## src/rtl/mem_port_arbiter.sv

```systemverilog
// Shares one sram-like port between instruction fetch and data access.
// In-order tag FIFO routes each response back to its requester; flushed fetches are dropped.
module mem_port_arbiter #(
    parameter int OUTSTANDING  = 4,
    parameter int STARVE_LIMIT = 4
) (
    input  logic        clk,
    input  logic        reset,
    input  logic        inst_req,
    input  logic [1:0]  inst_size,
    input  logic [31:0] inst_addr,
    output logic        inst_addr_ok,
    output logic        inst_data_ok,
    output logic [31:0] inst_rdata,
    input  logic        inst_cancel,
    input  logic        data_req,
    input  logic        data_wr,
    input  logic [1:0]  data_size,
    input  logic [3:0]  data_wstrb,
    input  logic [31:0] data_addr,
    input  logic [31:0] data_wdata,
    output logic        data_addr_ok,
    output logic        data_data_ok,
    output logic [31:0] data_rdata,
    output logic        mem_req,
    output logic        mem_wr,
    output logic [1:0]  mem_size,
    output logic [3:0]  mem_wstrb,
    output logic [31:0] mem_addr,
    output logic [31:0] mem_wdata,
    input  logic        mem_addr_ok,
    input  logic        mem_data_ok,
    input  logic [31:0] mem_rdata
);
    localparam int PW = $clog2(OUTSTANDING);
    localparam int CW = $clog2(OUTSTANDING + 1);
    localparam int SW = $clog2(STARVE_LIMIT + 1);

    typedef struct packed {
        logic src;        // 0 = inst, 1 = data
        logic cancelled;
    } tag_t;

    tag_t [OUTSTANDING-1:0] fifo;
    logic [PW-1:0]          wr_ptr, rd_ptr;
    logic [CW-1:0]          count;
    logic [SW-1:0]          starve_cnt;

    logic full, inst_elig, data_elig, grant_inst, grant_data;
    logic accept, pop;
    tag_t head;

    assign full      = (count == CW'(OUTSTANDING));
    assign inst_elig = inst_req & ~inst_cancel & ~full;
    assign data_elig = data_req & ~full;

    // Data normally wins; inst takes one grant once data has starved it long enough.
    assign grant_inst = ~reset & inst_elig & (~data_elig | (starve_cnt == SW'(STARVE_LIMIT)));
    assign grant_data = ~reset & data_elig & ~grant_inst;

    assign mem_req   = grant_inst | grant_data;
    assign mem_wr    = grant_data & data_wr;
    assign mem_size  = grant_data ? data_size  : inst_size;
    assign mem_wstrb = grant_data ? data_wstrb : 4'b0;
    assign mem_addr  = grant_data ? data_addr  : inst_addr;
    assign mem_wdata = grant_data ? data_wdata : 32'b0;

    assign accept       = mem_req & mem_addr_ok;
    assign inst_addr_ok = accept & grant_inst;
    assign data_addr_ok = accept & grant_data;

    // A cancel arriving with the head's response suppresses it in the same cycle.
    assign head         = fifo[rd_ptr];
    assign pop          = ~reset & mem_data_ok & (count != '0);
    assign inst_data_ok = pop & ~head.src & ~head.cancelled & ~inst_cancel;
    assign data_data_ok = pop & head.src;
    assign inst_rdata   = mem_rdata;
    assign data_rdata   = mem_rdata;

    always_ff @(posedge clk) begin
        if (reset) begin
            fifo       <= '0;
            wr_ptr     <= '0;
            rd_ptr     <= '0;
            count      <= '0;
            starve_cnt <= '0;
        end else begin
            for (int i = 0; i < OUTSTANDING; i++)
                if (inst_cancel && !fifo[i].src)
                    fifo[i].cancelled <= 1'b1;
            if (accept) begin
                fifo[wr_ptr] <= '{src: grant_data, cancelled: 1'b0};
                wr_ptr       <= wr_ptr + PW'(1);
            end
            if (pop)
                rd_ptr <= rd_ptr + PW'(1);
            if (accept && !pop)
                count <= count + CW'(1);
            else if (!accept && pop)
                count <= count - CW'(1);
            if ((accept && grant_inst) || !inst_req)
                starve_cnt <= '0;
            else if (accept && grant_data && starve_cnt != SW'(STARVE_LIMIT))
                starve_cnt <= starve_cnt + SW'(1);
        end
    end
endmodule
```

## config.mk

```make
export PLATFORM = sky130hd
export DESIGN_NAME = mem_port_arbiter
export DESIGN_NICKNAME = d
export VERILOG_FILES = /design/src/rtl/mem_port_arbiter.sv
export SDC_FILE = /design/constraint.sdc
export NUM_CORES = 1
export LEC_CHECK = 0
export BUFFER_PORTS_ARGS = -buffer_cell sky130_fd_sc_hd__buf_2
export CAP_MARGIN = 20
export CORE_AREA = 4 4 109 111
export CTS_CLUSTER_DIAMETER = 100
export DETAILED_ROUTE_END_ITERATION = 12
export DIE_AREA = 0 0 113 115
export GPL_ROUTABILITY_DRIVEN = 0
export PLACE_DENSITY = 0.55
export SLEW_MARGIN = 20
export SYNTH_ARGS = -nofsm -noshare
export SYNTH_HDL_FRONTEND = slang
export SYNTH_SLANG_ARGS = --single-unit
```

## constraint.sdc

```tcl
create_clock -name clk -period 3.3 [get_ports clk]
set_input_delay 0.495 -clock clk [delete_from_list [all_inputs] [get_ports clk]]
set_output_delay 0.495 -clock clk [all_outputs]
set_load 0.1 [all_outputs]
```

==> impl_metrics.xml <==
<?xml version="1.0" encoding="UTF-8"?>
<metrics>
  <group name="min_path">
    <metric name="timing.hold.worst.class" unit="">reg2reg</metric>
  </group>
  <group name="timing">
    <metric name="final.setup.worst_slack" unit="ns">0.396</metric>
    <metric name="tightestPinTransition" unit="ns">0.507</metric>
    <metric name="rsz_0062_raised_after_global_routing" unit="">false</metric>
    <metric name="timing.final.setup_violations" unit="">0</metric>
    <metric name="final-hold-violation-count" unit="">0</metric>
    <metric name="fin_setup_tns" unit="ns">0</metric>
    <metric name="layout_worst_path_cycle_share" unit="%">88.0</metric>
    <metric name="slew_headroom" unit="%">66.4</metric>
    <metric name="finalClockSkew" unit="ns">0.00449</metric>
    <metric name="fin_hold_ws" unit="ns">0.525</metric>
    <metric name="max_clock_freq" unit="GHz">0.344</metric>
    <metric name="period_needed" unit="ns">2.90</metric>
    <metric name="timing_max_transition_violations_final" unit="">0</metric>
  </group>
  <group name="detailed_routing">
    <metric name="detail_route.iter0.violations" unit="">98</metric>
    <metric name="vias_per_cell" unit="">4.22</metric>
    <metric name="final_antenna_net_count" unit="">0</metric>
    <metric name="post-route-drc-count" unit="">0</metric>
    <metric name="finalWirelength" unit="um">8820</metric>
    <metric name="vias" unit="">2127</metric>
    <metric name="number_of_detailed_route_iterations_in_the_first_pass" unit="">4</metric>
    <metric name="wire_per_inst" unit="um">17.5</metric>
  </group>
  <group name="final_layout">
    <metric name="fraction_of_final_layout_cells_with_drive_strength_greater_than_1" unit="%">56.3</metric>
    <metric name="layout.filler_cells" unit="">1179</metric>
    <metric name="nets" unit="">517</metric>
    <metric name="final_cell_count_no_fill" unit="">504</metric>
    <metric name="design_area" unit="mm^2">0.00298</metric>
    <metric name="register_area" unit="um^2">360</metric>
    <metric name="antenna-diode-count" unit="">0</metric>
    <metric name="final_core_util" unit="%">27.6</metric>
    <metric name="syn2layout_area_growth" unit="%">39.0</metric>
    <metric name="multi_input_comb_area" unit="mm^2">0.00124</metric>
  </group>
  <group name="logic_synthesis">
    <metric name="syn_area_per_cell" unit="um^2">8.83</metric>
    <metric name="mappedNetlistArea" unit="mm^2">0.00215</metric>
    <metric name="largest_area_contributor_in_the_synthesized_netlist" unit="">buf_4</metric>
    <metric name="synth.lib_cells_used.distinct" unit="">35</metric>
    <metric name="most_frequent_cells_after_synthesis" unit="">68 x buf_4, 39 x and2_1, 33 x mux2_1</metric>
    <metric name="sequential_element_share_of_the_synthesized_area" unit="%">16.8</metric>
    <metric name="postSynthRegisterBits" unit="">18</metric>
    <metric name="ranking_of_synthesized_cells_by_area" unit="">buf_4 24%, mux2_1 17%, dfxtp_1 17%, and2_1 11%, ha_1 4.1%</metric>
    <metric name="yosysMostFrequentCell" unit="">buf_4</metric>
    <metric name="synthesized_netlist_cell_count" unit="">243</metric>
    <metric name="asyncSetResetFlopFracSynth" unit="%">0</metric>
    <metric name="postSynth.topFlopCell" unit="">dfxtp_1</metric>
    <metric name="synth_top_cell_area_share" unit="%">23.8</metric>
    <metric name="synth_nets" unit="">395</metric>
    <metric name="yosys_warnings" unit="">0</metric>
    <metric name="synth_edf_count" unit="">0</metric>
  </group>
  <group name="run">
    <metric name="cap_violations" unit="">0</metric>
  </group>
  <group name="power">
    <metric name="static-leakage-power" unit="nW">1.49</metric>
    <metric name="powerDensity" unit="mW/mm^2">465</metric>
    <metric name="finalPower" unit="mW">1.39</metric>
    <metric name="max-vdd-ir-drop" unit="V">0.000268</metric>
  </group>
  <group name="floorplanning">
    <metric name="die_height" unit="um">115</metric>
    <metric name="start_util" unit="%">19.9</metric>
    <metric name="core.rowCount" unit="">38</metric>
    <metric name="core-area" unit="mm^2">0.0108</metric>
    <metric name="die_w" unit="um">113</metric>
    <metric name="total_i_o_pin_count" unit="">284</metric>
    <metric name="die_area" unit="mm^2">0.0130</metric>
  </group>
  <group name="cts">
    <metric name="cts.reportedPaths.clkPinSlew" unit="ns">0.07</metric>
    <metric name="cts_buffers" unit="">3</metric>
    <metric name="clock-sinks" unit="">18</metric>
    <metric name="clk_root_buffer_cell" unit="">clkbuf_8</metric>
    <metric name="cts_tree" unit="">yes</metric>
    <metric name="post_cts.resized_instances" unit="">0</metric>
    <metric name="clockBufferDepth" unit="">2</metric>
    <metric name="cts_setup_buffers" unit="">0</metric>
    <metric name="cts.hold.buffers_added" unit="">0</metric>
    <metric name="clock_tree.htree_level_count" unit="">1</metric>
    <metric name="clk_latency" unit="ns">0.25</metric>
  </group>
  <group name="worst_setup_path">
    <metric name="timing_worst_setup_path_type" unit="">reg2out</metric>
    <metric name="crit_path_max_fanout" unit="">71</metric>
    <metric name="timing.critical_path.from_type" unit="">flop</metric>
    <metric name="type_of_destination_of_the_critical_path" unit="">output port</metric>
    <metric name="critical_path_required" unit="ns">2.80</metric>
    <metric name="timing.critical_path.arrival" unit="ns">2.41</metric>
  </group>
  <group name="place">
    <metric name="buffer_ports.inserted" unit="">187</metric>
    <metric name="detailed_place_hpwl" unit="um">7660</metric>
    <metric name="placement.cell_area" unit="mm^2">0.00293</metric>
    <metric name="place_worst_setup_slack" unit="ns">0.562</metric>
    <metric name="placed_cells" unit="">500</metric>
  </group>
  <group name="global_route">
    <metric name="global_route.usage.total" unit="%">12.2</metric>
    <metric name="antenna_found_initial" unit="">2</metric>
    <metric name="grt_pass1_vias" unit="">2149</metric>
    <metric name="grt_start_max_net_pins" unit="">72</metric>
    <metric name="global_route_wire_length_before_repair" unit="um">12400</metric>
    <metric name="globalRoute.totalOverflow" unit="">0</metric>
  </group>
  <group name="status">
    <metric name="run_status" unit="">finished, final reports clean</metric>
  </group>
</metrics>
-- final timing paths --
check | slack (ns) | startpoint | depth (start not counted) | to
max | 0.40 | starve_cnt[0] | 7 | mem_addr[24]
min | 0.53 | fifo[7] | 1 | fifo[7]
max reg2reg | 0.89 | count[0] | 8 | count[2]
min reg2reg | 0.53 | fifo[7] | 1 | fifo[7]
-- layout by cell type, fill, tap and decap left out, drive strengths merged, types with 2 or more instances in the layout --
cell type  count
o21ai          5
a21oi          6
a211oi         2
nor3b          2
inv            9
mux4           2
nor2           8
nand2b         2
nor3           3
a2111oi        2
nand2          4
or3            2
ha             7
a32o           4
dfxtp         18
and2          39
clkbuf         4
nor2b          5
mux2i          3
xnor2          4
mux2          34
xor2           2
buf          190
-- report_power, final --
part / internal [mW] / total, mW / switching (mW)
clock network: 0.106 / 0.177 / 0.0714
logic: 0.226 / 0.946 / 0.720
registers: 0.238 / 0.262 / 0.0247
-- state kept, by name, indices dropped and copies added (netlist names) --
name / flops
starve_cnt: 3
fifo: 8
wr_ptr: 2
count: 3
rd_ptr: 2
-- layout make-up --
cell class	instances	area share [%]
Multi-Input combinational cell	143	41.5
Timing Repair Buffer	190	37.6
Sequential cell	18	12.1
Tap cell	140	5.87
Clock buffer	4	1.85
Inverter	9	1.13
-- layer usage --
metal | wire length, um | global-route usage (%) | vias to the layer above
met5 | 34 | 0 | -
met2 | 3910 | 18.8 | 170
met1 | 3480 | 15.0 | 956
li1 | - | - | 989
met4 | 20 | 0.962 | 4
met3 | 1370 | 7.79 | 8
-- critical path, stage by stage (launching register included) --
cell	delay (ns)
dfxtp_1	0.33
inv_1	0.07
ha_1	0.21
and2_1	0.23
a211oi_4	0.29
buf_12	0.29
mux2_1	0.37
buf_2	0.30
-- cells by family after synthesis --
kind of cell | share of synthesized area, %
multiplexers | 21.3
XOR/XNOR | 2.45
buffers and inverters | 26.3
flip-flops | 16.8
adder cells (fa/ha/maj) | 5.01
AO/OA/AOI/OAI | 8.40
AND/OR/NAND/NOR | 19.7
No activity file was read; power rests on OpenSTA's default activity.
